[src/rtl/regfile_write_arbiter_pkg.sv]
// Shared constants and types for the register-file write arbiter.
// Optional statistics counters are enabled with the REGFILE_ARB_STATS_EN macro.
package regfile_pkg;

    localparam int DATA_W   = 32;
    localparam int ADDR_W   = 4;
    localparam int NUM_REGS = 2 ** ADDR_W;

    // Identifies which writeback requester an entry came from.
    typedef enum logic {
        REQ_ALU = 1'b0,
        REQ_MEM = 1'b1
    } req_id_e;

    // One queued register-file write. addr occupies the MSBs of the packed form.
    typedef struct packed {
        logic [ADDR_W-1:0] addr;
        logic [DATA_W-1:0] data;
    } wr_entry_t;

    localparam int ENTRY_W = $bits(wr_entry_t);

    // One-hot decode of a register address into the pending bitmap.
    function automatic logic [NUM_REGS-1:0] addr_decode(input logic [ADDR_W-1:0] addr);
        return NUM_REGS'(1) << addr;
    endfunction

    // Increment that sticks at all-ones instead of wrapping.
    function automatic logic [15:0] sat_inc16(input logic [15:0] value);
        return (value == 16'hFFFF) ? value : value + 16'd1;
    endfunction

endpackage

[src/rtl/regfile_write_arbiter_if.sv]
// Writeback request channels and register-file write port of the arbiter.
// With REGFILE_ARB_STATS_EN defined the bus also carries the statistics counters.
interface regfile_write_arbiter_if;
    import regfile_pkg::*;

    logic                LOCK;
    logic                W0_VALID;
    logic                W0_READY;
    logic [ADDR_W-1:0]   W0_ADDR;
    logic [DATA_W-1:0]   W0_DATA;
    logic                W1_VALID;
    logic                W1_READY;
    logic [ADDR_W-1:0]   W1_ADDR;
    logic [DATA_W-1:0]   W1_DATA;
    logic [DATA_W-1:0]   PW;
    logic [ADDR_W-1:0]   RW;
    logic                E;
    logic [NUM_REGS-1:0] PEND;
    logic                IDLE;
`ifdef REGFILE_ARB_STATS_EN
    logic [15:0]         GRANT0_CNT;
    logic [15:0]         GRANT1_CNT;
    logic [15:0]         STALL_CNT;

    modport master (
        output LOCK, W0_VALID, W0_ADDR, W0_DATA, W1_VALID, W1_ADDR, W1_DATA,
        input  W0_READY, W1_READY, PW, RW, E, PEND, IDLE,
        input  GRANT0_CNT, GRANT1_CNT, STALL_CNT
    );
    modport slave (
        input  LOCK, W0_VALID, W0_ADDR, W0_DATA, W1_VALID, W1_ADDR, W1_DATA,
        output W0_READY, W1_READY, PW, RW, E, PEND, IDLE,
        output GRANT0_CNT, GRANT1_CNT, STALL_CNT
    );
`else
    modport master (
        output LOCK, W0_VALID, W0_ADDR, W0_DATA, W1_VALID, W1_ADDR, W1_DATA,
        input  W0_READY, W1_READY, PW, RW, E, PEND, IDLE
    );
    modport slave (
        input  LOCK, W0_VALID, W0_ADDR, W0_DATA, W1_VALID, W1_ADDR, W1_DATA,
        output W0_READY, W1_READY, PW, RW, E, PEND, IDLE
    );
`endif

endinterface

[src/rtl/regfile_write_arbiter_wb_fifo.sv]
// Small writeback FIFO. Pointers carry an extra wrap bit so full and empty
// are distinguishable. The key field (MSBs) of every slot is exposed with a
// valid bit so the owner can build the pending-write bitmap.
module wb_fifo #(
    parameter int DEPTH = 2,
    parameter int WIDTH = 36,
    parameter int KEY_W = 4
) (
    input  logic             i_clk,
    input  logic             i_rst_n,
    input  logic             i_push,
    input  logic [WIDTH-1:0] i_push_data,
    input  logic             i_pop,
    output logic [WIDTH-1:0] o_head,
    output logic             o_full,
    output logic             o_empty,
    output logic [KEY_W-1:0] o_keys [DEPTH],
    output logic [DEPTH-1:0] o_valid
);

    localparam int PTR_W = $clog2(DEPTH);

    logic [PTR_W:0]   r_wr_ptr;
    logic [PTR_W:0]   r_rd_ptr;
    logic [WIDTH-1:0] r_mem [DEPTH];
    logic [PTR_W:0]   w_count;

    assign w_count = r_wr_ptr - r_rd_ptr;
    assign o_empty = (r_wr_ptr == r_rd_ptr);
    assign o_full  = (r_wr_ptr[PTR_W] != r_rd_ptr[PTR_W]) &&
                     (r_wr_ptr[PTR_W-1:0] == r_rd_ptr[PTR_W-1:0]);
    assign o_head  = r_mem[r_rd_ptr[PTR_W-1:0]];

    // Advance read/write pointers on accepted push and pop.
    // NOTE: state registers use non-blocking assignments so every flop samples pre-edge values.
    always_ff @(posedge i_clk or negedge i_rst_n) begin
        if (!i_rst_n) begin
            r_wr_ptr <= '0;
            r_rd_ptr <= '0;
        end else begin
            if (i_push) r_wr_ptr <= r_wr_ptr + 1'b1;
            if (i_pop)  r_rd_ptr <= r_rd_ptr + 1'b1;
        end
    end

    // Store pushed entries into the slot addressed by the write pointer.
    // NOTE: storage is deliberately not reset; occupancy comes only from the pointers.
    always_ff @(posedge i_clk) begin
        if (i_push) r_mem[r_wr_ptr[PTR_W-1:0]] <= i_push_data;
    end

    // A slot is live when its distance from the read pointer is below the count.
    // NOTE: every output is given a default first so no latch can be inferred.
    always_comb begin
        o_valid = '0;
        for (int i = 0; i < DEPTH; i++) begin
            o_keys[i]  = r_mem[i][WIDTH-1 -: KEY_W];
            o_valid[i] = (PTR_W+1)'(PTR_W'(PTR_W'(i) - r_rd_ptr[PTR_W-1:0])) < w_count;
        end
    end

endmodule

[src/rtl/regfile_write_arbiter.sv]
// Round-robin arbiter sharing the register-file write port between the ALU
// writeback (requester 0) and the memory writeback (requester 1). Each side
// queues into its own FIFO; one entry per cycle is moved into a registered
// PW/RW/E output stage. PEND flags every register with a write in flight.
// Optional macro REGFILE_ARB_STATS_EN adds grant and stall counters.
module regfile_write_arbiter
    import regfile_pkg::*;
#(
    parameter int DEPTH = 2
) (
    input  logic                    CLK,
    input  logic                    RESET,
    regfile_write_arbiter_if.slave  bus
);

    logic               w_push0, w_push1;
    logic               w_pop0, w_pop1;
    logic               w_full0, w_full1;
    logic               w_empty0, w_empty1;
    logic [ENTRY_W-1:0] w_head0, w_head1;
    logic [ADDR_W-1:0]  w_keys0 [DEPTH];
    logic [ADDR_W-1:0]  w_keys1 [DEPTH];
    logic [DEPTH-1:0]   w_valid0, w_valid1;
    wr_entry_t          w_sel;
    wr_entry_t          w_in0, w_in1;
    logic [NUM_REGS-1:0] w_pend;

    req_id_e            r_last_grant;
    logic               r_e;
    logic [DATA_W-1:0]  r_pw;
    logic [ADDR_W-1:0]  r_rw;

    // READY depends on FIFO occupancy only, never on LOCK or a same-cycle pop.
    assign bus.W0_READY = !w_full0;
    assign bus.W1_READY = !w_full1;
    assign w_push0      = bus.W0_VALID && !w_full0;
    assign w_push1      = bus.W1_VALID && !w_full1;
    assign w_in0        = '{addr: bus.W0_ADDR, data: bus.W0_DATA};
    assign w_in1        = '{addr: bus.W1_ADDR, data: bus.W1_DATA};

    wb_fifo #(.DEPTH(DEPTH), .WIDTH(ENTRY_W), .KEY_W(ADDR_W)) u_fifo_alu (
        .i_clk       (CLK),
        .i_rst_n     (RESET),
        .i_push      (w_push0),
        .i_push_data (w_in0),
        .i_pop       (w_pop0),
        .o_head      (w_head0),
        .o_full      (w_full0),
        .o_empty     (w_empty0),
        .o_keys      (w_keys0),
        .o_valid     (w_valid0)
    );

    wb_fifo #(.DEPTH(DEPTH), .WIDTH(ENTRY_W), .KEY_W(ADDR_W)) u_fifo_mem (
        .i_clk       (CLK),
        .i_rst_n     (RESET),
        .i_push      (w_push1),
        .i_push_data (w_in1),
        .i_pop       (w_pop1),
        .o_head      (w_head1),
        .o_full      (w_full1),
        .o_empty     (w_empty1),
        .o_keys      (w_keys1),
        .o_valid     (w_valid1)
    );

    // Pick at most one FIFO to pop; on contention the one not granted last wins.
    always_comb begin
        w_pop0 = 1'b0;
        w_pop1 = 1'b0;
        if (!bus.LOCK) begin
            if (!w_empty0 && !w_empty1) begin
                if (r_last_grant == REQ_MEM) w_pop0 = 1'b1;
                else                         w_pop1 = 1'b1;
            end else if (!w_empty0) begin
                w_pop0 = 1'b1;
            end else if (!w_empty1) begin
                w_pop1 = 1'b1;
            end
        end
    end

    // Head of whichever FIFO is granted this cycle.
    always_comb begin
        w_sel = wr_entry_t'(w_head1);
        if (w_pop0) w_sel = wr_entry_t'(w_head0);
    end

    // Remember the most recent winner; reset value lets the ALU win first.
    always_ff @(posedge CLK or negedge RESET) begin
        if (!RESET)      r_last_grant <= REQ_MEM;
        else if (w_pop0) r_last_grant <= REQ_ALU;
        else if (w_pop1) r_last_grant <= REQ_MEM;
    end

    // Registered write port: E pulses per pop, PW/RW hold between writes.
    always_ff @(posedge CLK or negedge RESET) begin
        if (!RESET) begin
            r_e  <= 1'b0;
            r_pw <= '0;
            r_rw <= '0;
        end else begin
            r_e <= w_pop0 || w_pop1;
            if (w_pop0 || w_pop1) begin
                r_pw <= w_sel.data;
                r_rw <= w_sel.addr;
            end
        end
    end

    // Pending bitmap: every live FIFO slot plus the write currently on the port.
    always_comb begin
        w_pend = '0;
        for (int i = 0; i < DEPTH; i++) begin
            if (w_valid0[i]) w_pend = w_pend | addr_decode(w_keys0[i]);
            if (w_valid1[i]) w_pend = w_pend | addr_decode(w_keys1[i]);
        end
        if (r_e) w_pend = w_pend | addr_decode(r_rw);
    end

    assign bus.E    = r_e;
    assign bus.PW   = r_pw;
    assign bus.RW   = r_rw;
    assign bus.PEND = w_pend;
    assign bus.IDLE = w_empty0 && w_empty1 && !r_e;

`ifdef REGFILE_ARB_STATS_EN
    logic [15:0] r_grant0_cnt;
    logic [15:0] r_grant1_cnt;
    logic [15:0] r_stall_cnt;

    // Saturating counts of grants per requester and of locked cycles with work queued.
    always_ff @(posedge CLK or negedge RESET) begin
        if (!RESET) begin
            r_grant0_cnt <= '0;
            r_grant1_cnt <= '0;
            r_stall_cnt  <= '0;
        end else begin
            if (w_pop0) r_grant0_cnt <= sat_inc16(r_grant0_cnt);
            if (w_pop1) r_grant1_cnt <= sat_inc16(r_grant1_cnt);
            if (bus.LOCK && !(w_empty0 && w_empty1)) r_stall_cnt <= sat_inc16(r_stall_cnt);
        end
    end

    assign bus.GRANT0_CNT = r_grant0_cnt;
    assign bus.GRANT1_CNT = r_grant1_cnt;
    assign bus.STALL_CNT  = r_stall_cnt;
`endif

endmodule

[src/flat_wrapper.sv]
// flat-port wrapper written by rule: the top's interface ports become plain ports
module regfile_write_arbiter_flat import regfile_pkg::*;
#(
    parameter int DEPTH = 2
)
  (CLK, RESET, bus_LOCK, bus_W0_VALID, bus_W0_ADDR, bus_W0_DATA, bus_W1_VALID, bus_W1_ADDR, bus_W1_DATA, bus_W0_READY, bus_W1_READY, bus_PW, bus_RW, bus_E, bus_PEND, bus_IDLE);
  regfile_write_arbiter_if bus_i ();
  input  logic CLK;
  input  logic RESET;
  input wire logic [$bits(bus_i.LOCK)-1:0] bus_LOCK;
  input wire logic [$bits(bus_i.W0_VALID)-1:0] bus_W0_VALID;
  input wire logic [$bits(bus_i.W0_ADDR)-1:0] bus_W0_ADDR;
  input wire logic [$bits(bus_i.W0_DATA)-1:0] bus_W0_DATA;
  input wire logic [$bits(bus_i.W1_VALID)-1:0] bus_W1_VALID;
  input wire logic [$bits(bus_i.W1_ADDR)-1:0] bus_W1_ADDR;
  input wire logic [$bits(bus_i.W1_DATA)-1:0] bus_W1_DATA;
  output wire logic [$bits(bus_i.W0_READY)-1:0] bus_W0_READY;
  output wire logic [$bits(bus_i.W1_READY)-1:0] bus_W1_READY;
  output wire logic [$bits(bus_i.PW)-1:0] bus_PW;
  output wire logic [$bits(bus_i.RW)-1:0] bus_RW;
  output wire logic [$bits(bus_i.E)-1:0] bus_E;
  output wire logic [$bits(bus_i.PEND)-1:0] bus_PEND;
  output wire logic [$bits(bus_i.IDLE)-1:0] bus_IDLE;
  assign bus_i.LOCK = bus_LOCK;
  assign bus_i.W0_VALID = bus_W0_VALID;
  assign bus_i.W0_ADDR = bus_W0_ADDR;
  assign bus_i.W0_DATA = bus_W0_DATA;
  assign bus_i.W1_VALID = bus_W1_VALID;
  assign bus_i.W1_ADDR = bus_W1_ADDR;
  assign bus_i.W1_DATA = bus_W1_DATA;
  assign bus_W0_READY = bus_i.W0_READY;
  assign bus_W1_READY = bus_i.W1_READY;
  assign bus_PW = bus_i.PW;
  assign bus_RW = bus_i.RW;
  assign bus_E = bus_i.E;
  assign bus_PEND = bus_i.PEND;
  assign bus_IDLE = bus_i.IDLE;
  regfile_write_arbiter #(.DEPTH(DEPTH)) u_core (.CLK(CLK), .RESET(RESET), .bus(bus_i));
endmodule
[config.mk]
export PLATFORM = sky130hd
export DESIGN_NAME = regfile_write_arbiter_flat
export DESIGN_NICKNAME = d
export VERILOG_FILES = /design/src/rtl/regfile_write_arbiter_pkg.sv /design/src/rtl/regfile_write_arbiter_if.sv /design/src/rtl/regfile_write_arbiter_wb_fifo.sv /design/src/rtl/regfile_write_arbiter.sv /design/src/flat_wrapper.sv
export SDC_FILE = /design/constraint.sdc
export NUM_CORES = 1
export LEC_CHECK = 0
export CELL_PAD_IN_SITES_DETAIL_PLACEMENT = 0
export CELL_PAD_IN_SITES_GLOBAL_PLACEMENT = 2
export CORE_UTILIZATION = 34
export CTS_CLUSTER_SIZE = 30
export DETAILED_ROUTE_END_ITERATION = 6
export PLACE_DENSITY_LB_ADDON = 0.1
export SYNTH_ARGS = -nofsm -noshare
export SYNTH_HDL_FRONTEND = slang
export SYNTH_SLANG_ARGS = --single-unit
[constraint.sdc]
create_clock -name CLK -period 3 [get_ports CLK]
set_clock_uncertainty 0.1 [all_clocks]
set_input_delay 0.6 -clock CLK [delete_from_list [all_inputs] [get_ports CLK]]
set_output_delay 0.6 -clock CLK [all_outputs]
set_load 0.005 [all_outputs]
==> out/results.txt <==
Worst setup SP type - flip-flop
Detailed-routing iteration count for the pre-antenna-repair pass - 5
Number of top-level pins - 133
Number of setup violations in the final report - 0
Worst R2R Setup Slack - 0.75 ns
Worst endpoint data arrival time - 2.20 ns
Highest attainable clock frequency - 0.345 GHz
Routed wire length per instance - 20.4 um
Layer carrying the most global-route usage - met2
Count of max-cap constraint violations - 0
Global-route met1 utilization - 0.214
Placed standard-cell area - 9840 um^2
Crit path largest cell delay - 0.40 ns
Startpoint of the worst-slack reg-to-reg timing path - u_core.u_fifo_mem.r_wr_ptr[1]
Synth Area per Inst - 15.2 um^2
H-tree lvl count - 4
Count of flip-flops with a built-in enable after synthesis - 144
Vias in the first global route - 5350
Die Footprint - 24300 um^2
Total power density per cell area - 1100 nW/um^2
Setup TNS after final layout - 0 ns
Share of final-layout standard cells stronger than drive strength 1 - 0.186
Clock Sinks - 190
Detailed-placement wirelength estimate - 13.0 mm
Violation count after the first detailed-route iteration - 287
DRC violation count after routing - 0
Most frequent standard cell in the layout excluding fill and tap cells - sky130_fd_sc_hd__edfxtp_1
Global-route wire length before repair - 31.2 mm
Ordered list of cells on the worst path - inv_1 > ha_1 > inv_2 > ha_4 > or3b_4 > o22ai_1 > nor2_1 > o221ai_1 > dlygate4sd2_1
CTS Buf Count - 17
# nets final - 765
Total number of vias - 5122
Endpoint of the most critical register-to-register path - u_core.bus.PW[3]
CP max stage cell - sky130_fd_sc_hd__or3b_4
Critical Setup Path Class - flip-flop to output pin
Pins Over Slew Limit - 0
Result of the run - finished, final reports clean
Routed via count divided by cell count - 5.08
Required time of the critical path - 2.30 ns
Main synth FF type - sky130_fd_sc_hd__edfxtp_1
Number of nets produced by synthesis - 613
Setup repair after global routing missed its margin - true
Final worst path period need - 2.90 ns
Sequential-to-total area share from yosys stat - 0.679
Clock tree from TritonCTS - built
Number of hold violations in the final report - 0
Worst Setup EP - bus_PEND[3]
Number of standard cells after synthesis - 530
Die Y - 156 um
CTS clock-pin slew for the worst setup and hold paths - 0.07 ns
Final std cell area, no fill - 10600 um^2
Total Power - 11.6 mW
Largest fanout of any net on the critical path - 4
Antenna violations before repair - 1
Tightest slew margin relative to the limit - 0.393
Met2 routing resource usage after global routing - 0.309
Overflow left after global routing - 0
Static leakage - 3.91 nW
Buffer cell driving the clock tree root - sky130_fd_sc_hd__clkbuf_16
Area delta synth->final - 31.5%
R2r worst-path depth - 6
Synth Cell Area - 8070 um^2
Starting utilization of the core area - 0.351
Synth async-reset ratio - 0.242
Min-Delay Path Class - input pin to asynchronous set/reset pin
Slew at the pin with the worst max-slew slack - 0.911 ns
Area of the core - 23000 um^2
Weighted congestion reported at the end of routability-driven placement - 0.855
Fraction of the core area covered by cells at the end of the flow - 0.462
Pin count of the biggest net entering global routing - 39
Leading cell types in the layout, fill and taps excluded - 144 x sky130_fd_sc_hd__edfxtp_1, 115 x sky130_fd_sc_hd__clkdlybuf4s50_1, 69 x sky130_fd_sc_hd__mux2i_1
Number of buffers added on ports - 132
Routed WL - 20.6 mm
Total of warnings raised by yosys - 0
Max rail drop VDD - 0.517 mV
Post-route antenna net violation count - 0
Number of flip-flops and latches in the synthesized netlist - 190
DIE WIDTH - 156 um
Std-Cell Rows - 55
Worst skew pair latency - 0.43 ns
Number of different library cells in the post-synthesis netlist - 39
Maximum count of clock buffers along a single path - 2
Crit. End Element - output pin
Global-route track usage on met3 - 0.0381
Ratio of final minimum period to clock period - 0.967
GRT Overall Usage - 0.176
Worst setup path startpoint - u_core.u_fifo_mem.r_wr_ptr[0]
## through the flow
stage	cells	hold slack, ns	setup WS (ns)
2_1_floorplan	530	0.204	0.506
5_1_grt	1008	0.137	-0.0152
3_5_place_dp	965	0.376	0.110
6_report	1009	0.112	0.0991
3_3_place_gp	965	0.377	0.120
4_1_cts	1005	0.122	-0.0769
## sequential cells by signal, summed over array words and instances, names as in the netlist
register,cells
u_core.bus.RW,4
u_core.u_fifo_mem.r_rd_ptr,2
u_core.u_fifo_alu.r_wr_ptr,2
u_core.bus.E,1
u_core.u_fifo_mem.r_wr_ptr,2
u_core.r_last_grant,1
u_core.u_fifo_mem.r_mem,72
u_core.u_fifo_alu.r_mem,72
u_core.bus.PW,32
u_core.u_fifo_alu.r_rd_ptr,2
## cells in the mapped netlist, drive strengths merged (3+ instances only)
master	count	area, um^2
edfxtp	144	4320
mux2i	69	691
nand2	51	199
dfrtp	45	1130
o221ai	40	538
nor2	24	90.1
buf	18	126
nand3	14	70.1
nor3	13	65.1
a22oi	12	90.1
nand2b	12	75.1
nor2b	10	62.6
clkbuf	9	33.8
inv	8	30.0
xnor2	7	76.3
a32oi	6	52.6
ha	6	75.1
o22ai	6	37.5
nor3b	5	37.5
mux2	4	45.0
o21ai	4	20.0
a21o	3	22.5
nand3b	3	22.5
xor2	3	26.3
## power breakdown
part,total [mW],switching [mW],leakage (nW),internal [mW]
clock,2.17,1.06,0.283,1.11
combinational,5.05,2.69,1.73,2.35
sequential,4.44,0.554,1.89,3.88
## per-layer routing
metal	part of all wire	vias to the layer above	wire, um
met1	0.43	2586	8810
met5	0	-	0
li1	-	2360	-
met3	0.052	18	1070
met2	0.51	158	10500
met4	0.0087	0	179
## worst max-delay path, delay by kind of cell, from the launching register on
family | cells | cell delay, ns
AO/OA/AOI/OAI | 2 | 0.25
adder cells (fa/ha/maj) | 2 | 0.31
buffers and inverters | 3 | 0.37
flip-flops | 1 | 0.39
AND/OR/NAND/NOR | 2 | 0.46
## what timing repair did
| item | CTS | global route |
|---|---|---|
| buffers inserted | 8 | 3 |
| setup endpoints to repair | 16 | 8 |
| resized for setup | 32 | 16 |
| pin swaps | 15 | 8 |
| hold buffers | 0 | 0 |
| gates cloned | 0 | 0 |
## logic make-up (layout without fill, tap and decap cells)
logic type / Yosys count / after routing / synth area share
mux: 73 / 73 / 0.0912
compound gates: 76 / 76 / 0.100
xor+xnor: 10 / 10 / 0.0127
buf+inv: 35 / 200 / 0.0236
flops: 190 / 190 / 0.679
fa+ha+maj: 6 / 6 / 0.00931
simple gates: 140 / 140 / 0.0839
other cells: 0 / 1 / 0
## cell type report
type                       instances  area, um^2
antenna                            1        2.50
sequential                       190        5480
fill                            2085       12400
clock buffer                      18         429
inverter                           8        30.0
timing repair buffer             160        1580
clock inverter                    14         144
tap                              313         392
multi-input combinational        305        2550
## how the worst min path moves through the flow
stage,startpoint,endpoint,slack (ns),depth (start not counted)
after floorplan,RESET,u_core.bus.E,0.20,0
after global placement,u_core.bus.PW[4],u_core.bus.PW[4],0.38,2
after detailed placement,u_core.bus.PW[24],u_core.bus.PW[24],0.38,2
after CTS,RESET,u_core.bus.PW[1],0.12,1
after global routing,RESET,u_core.bus.PW[1],0.14,1
final,RESET,u_core.bus.PW[1],0.11,1
Note: power is estimated with default switching activity, not from simulation.
